File: src/rtl/mod_mul_vec.sv
// mod_mul_vec: LANES-wide 3-stage pipelined (a*b [+c]) mod 3329 with tag sideband and valid/ready; MAC via MOD_MUL_VEC_MAC_EN. Ports: clk, rst, op1_i, op2_i, [add_i], tag_i, valid_i, ready_o, result_o, tag_o, valid_o, ready_i, inflight_o, range_err_o
module mod_mul_vec #(
  parameter int LANES = 2,
  parameter int TAG_W = 4
) (
  input  logic                   clk,
  input  logic                   rst,
  input  logic [LANES-1:0][11:0] op1_i,
  input  logic [LANES-1:0][11:0] op2_i,
`ifdef MOD_MUL_VEC_MAC_EN
  input  logic [LANES-1:0][11:0] add_i,
`endif
  input  logic [TAG_W-1:0]       tag_i,
  input  logic                   valid_i,
  output logic                   ready_o,
  output logic [LANES-1:0][11:0] result_o,
  output logic [TAG_W-1:0]       tag_o,
  output logic                   valid_o,
  input  logic                   ready_i,
  output logic [1:0]             inflight_o,
  output logic                   range_err_o
);
  localparam int Q = 3329;
`ifdef MOD_MUL_VEC_MAC_EN
  localparam int SW = 15;
`else
  localparam int SW = 14;
`endif
  function automatic logic [11:0] rt(input logic [3:0] k, input int w);
    return 12'((int'(k) * w) % Q);
  endfunction
  logic v1_q, v2_q, vo_q, err_q, en, acc;
  logic [LANES-1:0][11:0] a_q, b_q, r_q, r_d;
  logic [LANES-1:0][SW-1:0] s_q, s_d;
  logic [LANES-1:0] bad;
  logic [TAG_W-1:0] t1_q, t2_q, to_q;
`ifdef MOD_MUL_VEC_MAC_EN
  logic [LANES-1:0][11:0] c_q;
`endif
  assign en = !vo_q || ready_i;
  assign acc = valid_i && en;
  for (genvar i = 0; i < LANES; i++) begin : g_lane
    logic [23:0] p;
    logic [13:0] f, c1;
    assign p = 24'(a_q[i]) * 24'(b_q[i]);
`ifdef MOD_MUL_VEC_MAC_EN
    assign bad[i] = op1_i[i] >= 12'(Q) || op2_i[i] >= 12'(Q) || add_i[i] >= 12'(Q);
    assign s_d[i] = SW'(p[11:0]) + SW'(rt(p[23:20], 3270)) + SW'(rt(p[19:16], 2285))
                  + SW'(rt(p[15:12], 767)) + SW'(c_q[i]);
`else
    assign bad[i] = op1_i[i] >= 12'(Q) || op2_i[i] >= 12'(Q);
    assign s_d[i] = SW'(p[11:0]) + SW'(rt(p[23:20], 3270)) + SW'(rt(p[19:16], 2285))
                  + SW'(rt(p[15:12], 767));
`endif
    // bits above 2^12 fold back as k*767 (2^12 mod Q)
    assign f = 14'(s_q[i][11:0]) + 14'(s_q[i][SW-1:12]) * 14'd767;
    assign c1 = f >= 14'(Q) ? f - 14'(Q) : f;
`ifdef MOD_MUL_VEC_MAC_EN
    assign r_d[i] = 12'(c1 >= 14'(Q) ? c1 - 14'(Q) : c1);
`else
    assign r_d[i] = 12'(c1);
`endif
  end
  always_ff @(posedge clk) begin
    if (rst) begin
      {v1_q, v2_q, vo_q, err_q} <= '0;
      a_q <= '0;
      b_q <= '0;
      s_q <= '0;
      r_q <= '0;
      t1_q <= '0;
      t2_q <= '0;
      to_q <= '0;
`ifdef MOD_MUL_VEC_MAC_EN
      c_q <= '0;
`endif
    end else begin
      if (en) begin
        v1_q <= valid_i;
        a_q <= op1_i;
        b_q <= op2_i;
        t1_q <= tag_i;
`ifdef MOD_MUL_VEC_MAC_EN
        c_q <= add_i;
`endif
        v2_q <= v1_q;
        s_q <= s_d;
        t2_q <= t1_q;
        vo_q <= v2_q;
        r_q <= r_d;
        to_q <= t2_q;
      end
      err_q <= err_q | (acc && |bad);
    end
  end
  assign ready_o = en;
  assign valid_o = vo_q;
  assign result_o = r_q;
  assign tag_o = to_q;
  assign range_err_o = err_q;
  assign inflight_o = {1'b0, v1_q} + {1'b0, v2_q} + {1'b0, vo_q};
endmodule

File: config.mk
export PLATFORM = sky130hd
export DESIGN_NAME = mod_mul_vec
export DESIGN_NICKNAME = d
export VERILOG_FILES = /design/src/rtl/mod_mul_vec.sv
export SDC_FILE = /design/constraint.sdc
export NUM_CORES = 1
export LEC_CHECK = 0
export ABC_AREA = 1
export CORE_ASPECT_RATIO = 1.4
export CORE_MARGIN = 2
export CORE_UTILIZATION = 49
export DETAILED_ROUTE_END_ITERATION = 6
export PLACE_DENSITY = 0.68
export SYNTH_ARGS = -nofsm -noshare
export SYNTH_HDL_FRONTEND = slang
export SYNTH_SLANG_ARGS = --single-unit
File: constraint.sdc
create_clock -name clk -period 15 [get_ports clk]
set_input_delay 1.5 -clock clk [delete_from_list [all_inputs] [get_ports clk]]
set_output_delay 1.5 -clock clk [all_outputs]
set_load 0.05 [all_outputs]
# ---- Yosys cells after proc, flatten, opt, wreduce, memory -nomap -nowiden
# Cells that the tools add are included.
# W data, S select, Z words.
dict set report word_totals {
  register_bits 116
  latch_bits 0
  ramBits 0
  romBits 0
  out_inout_bits 33
  memories 0
}
dict set report op_classes {
  n_addsub 12
  n_mul 10
  div_mod_pow 6
  order_cmp 6
  n_eq_ne 0
  n_shift 0
  n_mux 2
  bitwise_logic 1
  n_reduce_logical 7
}
# op count
set op_table {}
lappend op_table {{$mod A32 B13 Y32 const B} 6}
lappend op_table {{$add A12 B12 Y13} 4}
lappend op_table {{$ge A12 B12 Y1 const B} 4}
lappend op_table {{$mul A12 B12 Y24} 2}
lappend op_table {{$mul A4 B12 Y16 const B} 2}
lappend op_table {{$mul A4 B11 Y15 const B} 2}
lappend op_table {{$add A13 B12 Y14} 2}
lappend op_table {{$add A14 B12 Y14} 2}
lappend op_table {{$mul A4 B10 Y14 const B} 2}
lappend op_table {{$ge A13 B12 Y1 const B} 2}
lappend op_table {{$mul A2 B10 Y12 const B} 2}
lappend op_table {{$mux W12} 2}
lappend op_table {{$sub A12 B12 Y12 const B} 2}
lappend op_table {{$logic_or A1 B1 Y1} 3}
lappend op_table {{$add A1 B1 Y2} 1}
lappend op_table {{$add A2 B1 Y2} 1}
lappend op_table {{$logic_and A1 B1 Y1} 2}
lappend op_table {{$reduce_or A2 Y1} 1}
lappend op_table {{$logic_not A1 Y1} 1}
lappend op_table {{$or A1 B1 Y1} 1}

# ---- Longest topological paths before layout
# Gate-level depths: netlist (run 1).
dict set report logic_depth {
  word_depth 6
  depth_mapped 99
  depth_no_buf 94
}

# ---- Worst setup path after synthesis (run 1)
# No wires, ideal clock.
dict set report synth_path {
  path_type {register to register}
  from {register a_q[17] in the netlist's numbering}
  to {register s_q[25] in the netlist's numbering}
  setup_time_ns 0.058
  t_arrival_ns 13.367
  t_required_ns 14.942
  path_slack_ns 1.575
  stages_incl_launch_ff 95
  n_path_buf 5
  period_less_slack_ns 13.425
  cell_sequence {dfxtp_1 clkbuf_1 nand2_1 fa_1 inv_1 fa_1 inv_1 fa_1 inv_1 fa_1 inv_1 fa_1 inv_1 ha_1 nand2_1 inv_1 a21oi_1 nand2_1 [59 not listed] fa_1 inv_1 fa_1 ha_1 fa_1 nand3_1 nand2_1 a21oi_1 inv_1 a21oi_1 o21ai_0 a21oi_1 o21bai_1 nand2_1 inv_1 o21ai_0 o211ai_1 inv_1}
}
dict set report synth_via {
  elab_chain_cells 6
  elab_cells_between_ends 10
  cone_classes {add/sub (3); mul (4); div (3)}
}
# element line
set synth_rtl {}
lappend synth_rtl {{start, declared} 33} ;# logic [LANES-1:0][11:0] a_q, b_q, r_q, r_d;
lappend synth_rtl {{start signal, assigned} 80} ;# a_q <= op1_i;
lappend synth_rtl {{$mul A12 B12 Y24 (*)} 45} ;# assign p = 24'(a_q[i]) * 24'(b_q[i]);
lappend synth_rtl {{$mul A4 B11 Y15} 30} ;# return 12'((int'(k) * w) % Q);
lappend synth_rtl {{$mod A32 B13 Y32} 30}
lappend synth_rtl {{$add A12 B12 Y13} 52} ;# assign s_d[i] = SW'(p[11:0]) + SW'(rt(p[23:20], 3270)) + SW'(rt(p[19:16], 2285))
lappend synth_rtl {{$add A13 B12 Y14} 52}
lappend synth_rtl {{$add A14 B12 Y14 (*)} 53} ;# + SW'(rt(p[15:12], 767));
lappend synth_rtl {{end signal, assigned} 69} ;# s_q <= '0;
lappend synth_rtl {{end signal, assigned} 87} ;# s_q <= s_d;
lappend synth_rtl {{end, declared} 34} ;# logic [LANES-1:0][SW-1:0] s_q, s_d;
# Mark *: on every way between the ends. The rest lies on a longest branch, timed or not.
# A chain may end at the register's enable or synchronous reset.

# ---- Worst setup path after layout (run 1)
# Same ends and word-level chain as after synthesis.

==> results of run 1 <==
registers in the layout, indices dropped and copies added, names as in the netlist:
signal       flops
a_q             24
b_q             24
range_err_o      1
result_o        24
s_q             28
t1_q             4
t2_q             4
tag_o            4
v1_q             1
v2_q             1
valid_o          1
final cells by class:
type	count	area (sq um)	area share, %
clock inverter	11	159	0.434
inverter	1061	4000	10.9
clock buffer	20	447	1.22
multi-input combinational	3766	26000	71.1
antenna	5	12.5	0.0342
sequential	116	2400	6.55
tap	847	1060	2.90
timing repair buffer	294	2490	6.81
worst max-delay path: cells and delay by family (launching register included):
| kind | cells | cell delay (ns) |
|---|---|---|
| and+or+nand+nor | 46 | 4.97 |
| buffers and inverters | 14 | 1.23 |
| DFF | 1 | 0.40 |
| adders and majority gates | 16 | 6.23 |
| AOI/OAI and AO/OA | 9 | 1.05 |
layout by cell type, fill, tap and decap left out, types with 15 or more instances in the layout:
| cell | instances |
|---|---|
| clkdlybuf4s50_1 | 88 |
| fa_1 | 287 |
| nand2_1 | 1362 |
| dfxtp_1 | 81 |
| inv_1 | 1022 |
| nand4_1 | 86 |
| inv_2 | 33 |
| nand3_1 | 283 |
| nand3_2 | 22 |
| dfxtp_2 | 22 |
| nand2_4 | 24 |
| o21ai_2 | 20 |
| o21ai_0 | 194 |
| nor2_4 | 17 |
| xnor2_1 | 70 |
| a21oi_1 | 180 |
| nor2_1 | 363 |
| o21bai_1 | 36 |
| a21oi_2 | 15 |
| ha_1 | 296 |
| nor3_1 | 29 |
| buf_4 | 195 |
| nor2_2 | 47 |
| nand2_2 | 68 |
| xor2_1 | 167 |
| clkbuf_16 | 17 |
| o21ai_1 | 27 |
| nand3b_1 | 18 |
worst max path at each step:
stage               cells after the start              endpoint            startpoint
finish                                 85  s_q[25]$_SDFFE_PP0N_  a_q[17]$_SDFFE_PP0N_
global route                           85  s_q[13]$_SDFFE_PP0N_   b_q[5]$_SDFFE_PP0N_
CTS                                    89  s_q[25]$_SDFFE_PP0N_  a_q[19]$_SDFFE_PP0N_
detailed placement                     89  s_q[25]$_SDFFE_PP0N_  a_q[17]$_SDFFE_PP0N_
global placement                       81  s_q[13]$_SDFFE_PP0N_   a_q[6]$_SDFFE_PP0N_
floorplan                              94  s_q[25]$_SDFFE_PP0N_  a_q[17]$_SDFFE_PP0N_
routing by layer:
| layer | vias up | GRT usage (%) | share of wire [%] |
|---|---|---|---|
| met5 | - | 0 | 0 |
| met4 | 0 | 10.8 | 4.8 |
| met3 | 233 | 2.45 | 2.7 |
| met2 | 569 | 50.6 | 53 |
| met1 | 14600 | 27.6 | 39 |
| li1 | 16000 | - | - |
cell families after synthesis:
group	Yosys count
AO/OA/AOI/OAI	543
XOR/XNOR	252
adder cells (fa/ha/maj)	605
buffers and inverters	1184
flip-flops	116
multiplexers	1
AND/OR/NAND/NOR	2361
stage by stage:
step	TNS [ns]	util (%)	cell area, sq um
after floorplan	0	-	32400
after global placement	0	53.2	34800
after detailed placement	-0.153	53.2	34800
after CTS	0	54.1	35400
after global routing	-0.258	56.0	36600
final	0	56.0	36600
what timing repair did:
item | in CTS | in global routing
pin swaps | 0 | 27
setup endpoints to repair | 3 | 25
endpoints found under the hold margin | 0 | 0
buffers inserted | 0 | 63
resized for setup | 2 | 181
cloned | 0 | 4
==> metrics.md, run 1 <==
| Metric | Value |
|---|---|
| Status | finished, final reports clean |
| Mapped Cells | 5,062 |
| Slowest cell on the critical path | fa_1 |
| Pre-CTS setup slack | -0.0670 ns |
| Final hold slack | 0.474 ns |
| Number of flops mapped to enable cells by yosys | 0 |
| Seq cells post-synth | 116 |
| Placed Cells | 6,017 |
| Final Skew | 0.0171 ns |
| Hold path endpoint | t2_q[0]$_SDFFE_PP0N_ |
| Largest net degree at the start of global routing | 81 |
| CTS Buffer Depth | 2 |
| # IOs | 89 |
| Adder-Cell Fraction of Synth Area | 30.1% |
| Post-synthesis sequential area ratio | 7.17% |
| Post-route insts no fill | 6,120 |
| First-pass iteration count of the detailed router | 6 |
| Largest family of logic cells by synthesized area | simple AND/OR/NAND/NOR gates |
| Unique masters post-synth | 69 |
| Slew Viols, Final | 0 |
| Synthesized-area fraction occupied by and/or/nand/nor cells | 31.7% |
| Critical Path End Type | flop |
| Commonest cells in the netlist | 1,377 x nand2_1, 1,024 x inv_1, 391 x nor2_1 |
| Final period util | 93.1% |
| ANT nets after route | 0 |
| Dominant cells by area after synthesis | fa_1 18%, nand2_1 16%, ha_1 12% |
| Initial core utilization | 49.5% |
| Final nets | 5,917 |
| Global-route wire length before repair | 146,000 um |
| Area leader, netlist | fa_1 |
| GRT Util Overall | 25.7% |
| CTS buffer count | 17 |
| Crit-path max FO | 15 |
| Final setup viols | 0 |
| Share of layout cells above drive strength 1 | 11.4% |
| PortBufs | 88 |
| F_max | 71.6 MHz |
| Final Hold Fails | 0 |
| Main flop type after synthesis | dfxtp_1 |
| Post-Synth XOR/XNOR Area | 6.97% |
| CTS tree | done |
| Ys async rst share | 0% |
| WP data required | 15.41 ns |
| Area grow syn2layout | 13.0% |
| Fillcell total | 6,553 |
| Worst min-delay path class | flop to flop |
| Hold Buf Count CTS | 0 |
| Max-Cap Viols | 0 |
| R2R Path End | s_q[25]$_SDFFE_PP0N_ |
| Via count | 31,400 |
| Slew margin rel. | 46.9% |
| Crit-path max cell delay | 0.56 ns |
| Sink Count | 116 |
| Count leader, synth | nand2_1 |
| Initial antenna violation count | 5 |
| Minimum clock period | 13.96 ns |
| Root buffer cell | clkbuf_16 |
| Arrival time worst endpoint | 14.36 ns |
| Reg2Reg Setup Slack | 1.04 ns |
| Setup WS post-layout | 1.04 ns |
| Mux contribution to synthesized area | 0.0309% |
| Reg-to-Reg Start | a_q[17]$_SDFFE_PP0N_ |
| Die boundary width | 221 um |
| Half-perimeter wire length after placement | 72,200 um |
| Compound-cell area share of the yosys netlist | 9.65% |
| Synth Warn # | 0 |
| Avg WL per Cell | 14.2 um |
| Worst Setup Start Kind | flop |
| Core ar. | 0.0654 sq mm |
| DRT iter0 DRCs | 1,433 |
| Clk Latency, worst-skew pair | 0.47 ns |
| Routability Congestion | 0.917 |
| R2R cell count | 85 |
| Syn Area/Cell | 6.40 sq um |
| # DRC | 0 |
| H-tree depth | 4 |
| Min-delay src | t2_q[0]$_SDFFE_PP0N_ |
| Setup CP Type | flop to flop |
| Synthesized Nets | 5,723 |
| Global route total overflow | 0 |
| Rows | 111 |
| Top-area cell type share of the netlist area | 17.9% |
| Least-Margin Pin Slew | 0.796 ns |
| Vias in the first global route | 31,300 |
| Via-per-instance ratio | 5.12 |
| Synthesized cell area | 0.0324 sq mm |
| Drt total wl | 86,900 um |
| Clock slew at the register clock pins of the worst setup and hold paths | 0.06 ns |
| Worst Hold Depth | 2 |
| Full die area | 0.0682 sq mm |
| Die H | 308 um |
| Most frequent cell on the critical path | nand2_1 |
Power of run 1 is left out: the tool's default activity adds up to more than one toggle a clock period on the data nets, which glitch-free logic cannot reach.
==> run 2: changes to the inputs <==
ABC_AREA = default   (was 1)
clock period = 17.9 ns   (was 15 ns; I/O delays follow)
==> run 2 against run 1 <==
Global-route usage grew 0.76 points. Non-clock buffer count shrank 113. Highest routed layer is now met5. Routed wire length shrank 0.20%. Hold slack got worse by 0.023 ns. Largest cell class unchanged. Setup slack worse by 0.067 ns. Critical endpoint is now s_q[12]$_SDFFE_PP0N_. Synthesized cell count down 20%. Clock-buffer cell count up 1. Register-to-register slack got worse by 0.07 ns. Sequential cell count is the same. Final cell count decreased by 19%. Area after synthesis decreased by 3.8%.
==> metrics.md, run 2 <==
| Metric | Value |
|---|---|
| Status | finished, final reports clean |
| Min-delay src | result_o[3]$_SDFFE_PP0N_ |
| Global route total overflow | 0 (unchanged) |
| First-pass iteration count of the detailed router | 5 (-1) |
| Area after DPL | 0.0331 sq mm (-4.8%) |
| Ant diodes | 0 (-5) |
| Least-Margin Pin Slew | 1.04 ns (+0.242 ns) |
| Minimum clock period | 16.93 ns (+2.97 ns) |
| Fillcell total | 6,140 (-6.3%) |
| Mapped Cells | 4,030 (-20%) |
| Reg2Reg Setup Slack | 0.97 ns (-0.07 ns) |
| R2R cell count | 67 (-21%) |
| Commonest cells in the netlist | 553 x nand2_1, 457 x inv_1, 316 x ha_1 |
| Vias in the first global route | 28,800 (-8.1%) |
| PortBufs | 88 (unchanged) |
| Synthesized Nets | 4,691 (-18%) |
| Arrival time worst endpoint | 17.28 ns (+2.92 ns) |
| Worst min-delay path class | flop to flop |
| Core ar. | 0.0630 sq mm (-3.7%) |
| Initial antenna violation count | 2 (-3) |
| Dominant cells by area after synthesis | fa_1 19%, ha_1 13%, dfxtp_1 7.5% |
| Max-Cap Viols | 0 (unchanged) |
| Core Util, Final | 54.3% (-1.7 points) |
| Drt total wl | 86,800 um (-0.20%) |
| Avg WL per Cell | 17.6 um (+24%) |
| Final period util | 94.6% (+1.5 points) |
| GRT Util Overall | 26.4% (+0.76 points) |
| Synth Warn # | 0 (unchanged) |
| Half-perimeter wire length after placement | 71,400 um (-1.1%) |
| Top-area cell type share of the netlist area | 18.6% (+0.71 points) |
| Final nets | 4,754 (-20%) |
| CTS Buffer Depth | 2 (unchanged) |
| Synthesized cell area | 0.0312 sq mm (-3.8%) |
| Area leader, netlist | fa_1 |
| Share of layout cells above drive strength 1 | 8.57% (-2.8 points) |
| Seq cells post-synth | 116 (unchanged) |
| Worst Hold Depth | 2 (unchanged) |
| Via-per-instance ratio | 5.84 (+14%) |
| Setup CP Type | flop to flop |
| Area grow syn2layout | 9.79% |
| # IOs | 89 (unchanged) |
| Via count | 28,800 (-8.1%) |
| Crit-path max FO | 9 (-6) |
| Largest register FFs | 28 (unchanged) |
| # DRC | 0 (unchanged) |
| Routability Congestion | 0.931 (+1.5%) |
| Worst Setup Start Kind | flop |
| WP data required | 18.25 ns (+2.84 ns) |
| Clk Latency, worst-skew pair | 0.43 ns (-0.04 ns) |
| Number of flops mapped to enable cells by yosys | 0 (unchanged) |
| Commonest non-fill, non-tap cell in the layout | nand2_1 |
| Reg-to-Reg Start | b_q[5]$_SDFFE_PP0N_ |
| Count leader, synth | nand2_1 |
| Final Hold Fails | 0 (unchanged) |
| Root buffer cell | clkbuf_16 |
| Die H | 302 um (-1.9%) |
| Slew Viols, Final | 0 (unchanged) |
| F_max | 59.1 MHz (-18%) |
| Sink Count | 116 (unchanged) |
| Full die area | 0.0657 sq mm (-3.8%) |
| Critical Path End Type | flop |
| Most frequent cells in the layout | 548 x nand2_1, 456 x inv_1, 313 x ha_1 |
| Largest net degree at the start of global routing | 93 (+15%) |
| ANT nets after route | 0 (unchanged) |
| Hold path endpoint | result_o[3]$_SDFFE_PP0N_ |
| Global-route wire length before repair | 143,000 um (-1.5%) |
| Main flop type after synthesis | dfxtp_1 |
| Rows | 109 (-1.8%) |
| Clock slew at the register clock pins of the worst setup and hold paths | 0.06 ns (about the same) |
| DRT iter0 DRCs | 1,474 (+2.9%) |
| Ys async rst share | 0% (unchanged) |
| R2R Path End | s_q[12]$_SDFFE_PP0N_ |
| Design area | 0.0342 sq mm (-6.5%) |
| CTS tree | done |
| Final setup viols | 0 (unchanged) |
| Unique masters post-synth | 132 (+91%) |
| Slew margin rel. | 30.3% (-17 points) |
| Syn Area/Cell | 7.73 sq um (+21%) |
| Final Skew | 0.0151 ns (-0.00202 ns) |
| Post-synthesis sequential area ratio | 7.45% (+0.28 points) |
| RSZ-0062 raised after global routing | yes |
| Slowest cell on the critical path | fa_1 |
| CTS buffer count | 17 (unchanged) |
| Crit-path max cell delay | 0.57 ns (about the same) |
| Initial core utilization | 49.5% (-0.066 points) |
| Top reg by flops | s_q |
| Die boundary width | 217 um (-1.9%) |
| H-tree depth | 4 (unchanged) |
## run 2: cell count changes in the layout (fill, tap and decap cells not counted), moves of 101 or more
cell	previous run	this run
nor2_1	363	243
nand2_1	1362	548
inv_1	1022	456
and2_1	6	144
buf_4	195	94
xnor2_1	70	212
nand3_1	283	72
## run 2: critical path, delay by kind of cell (launching register included)
kind,cells,cell delay (ns)
XOR/XNOR,4,0.82
flip-flops,1,0.47
AO/OA/AOI/OAI,31,6.57
adder cells (fa/ha/maj),13,5.69
AND/OR/NAND/NOR,10,2.26
multiplexers,1,0.37
buffers and inverters,8,0.64
## run 2: logic make-up (layout without fill, tap and decap cells)
logic type | count (synthesis) | in the layout | synth area share, %
AND/OR/NAND/NOR | 1370 | 1370 | 21.2
AO/OA/AOI/OAI | 985 | 985 | 22.3
adder cells (fa/ha/maj) | 607 | 607 | 31.3
buffers and inverters | 604 | 680 | 7.50
XOR/XNOR | 317 | 317 | 9.20
flip-flops | 116 | 116 | 7.45
multiplexers | 31 | 31 | 1.04
## run 2: how the worst max path moves through the flow
stage | end | cells after the start | from
after CTS | s_q[12]$_SDFFE_PP0N_ | 68 | a_q[6]$_SDFFE_PP0N_
after global routing | s_q[12]$_SDFFE_PP0N_ | 69 | b_q[4]$_SDFFE_PP0N_
after detailed placement | s_q[12]$_SDFFE_PP0N_ | 66 | a_q[6]$_SDFFE_PP0N_
after global placement | s_q[12]$_SDFFE_PP0N_ | 66 | a_q[6]$_SDFFE_PP0N_
final | s_q[12]$_SDFFE_PP0N_ | 67 | b_q[5]$_SDFFE_PP0N_
after floorplan | s_q[27]$_SDFFE_PP0N_ | 70 | b_q[17]$_SDFFE_PP0N_
## run 2: layout make-up
class | count | area, sq um | share of cell area (%)
multi-input cells | 3310 | 26900 | 78.5
clock buffers | 21 | 460 | 1.35
flip-flops and latches | 116 | 2350 | 6.88
well taps | 832 | 1040 | 3.04
clock inverters | 11 | 174 | 0.508
inverters | 467 | 1760 | 5.13
repair buffers | 181 | 1580 | 4.61
## run 2: routing by layer
layer / routed length [um] / GRT usage (%) / vias to the layer above
li1: - / - / 14000
met1: 35000 / 30.8 / 13900
met2: 44600 / 49.4 / 729
met3: 3290 / 2.47 / 201
met4: 3780 / 10.9 / 4
met5: 30 / 0 / -
## run 2: repair_timing
item / CTS / global route
setup buffers: 0 / 11
resized for setup: 1 / 93
pin swaps: 0 / 5
hold endpoints to repair: 0 / 0
setup endpoints to repair: 1 / 18
hold buffers: 0 / 0
## run 2: per-stage QoR
| step | std cells | setup TNS, ns | hold WS (ns) | setup WS (ns) |
|---|---|---|---|---|
| after floorplan | 4030 | 0 | 0.432 | 1.43 |
| after global placement | 4895 | 0 | 0.438 | 0.130 |
| after detailed placement | 4895 | 0 | 0.444 | 0.0323 |
| after CTS | 4927 | 0 | 0.453 | 0.0283 |
| after global routing | 4938 | -0.0797 | 0.465 | -0.0678 |
| final | 4938 | 0 | 0.451 | 0.974 |
Power of run 2 is left out for the same reason.
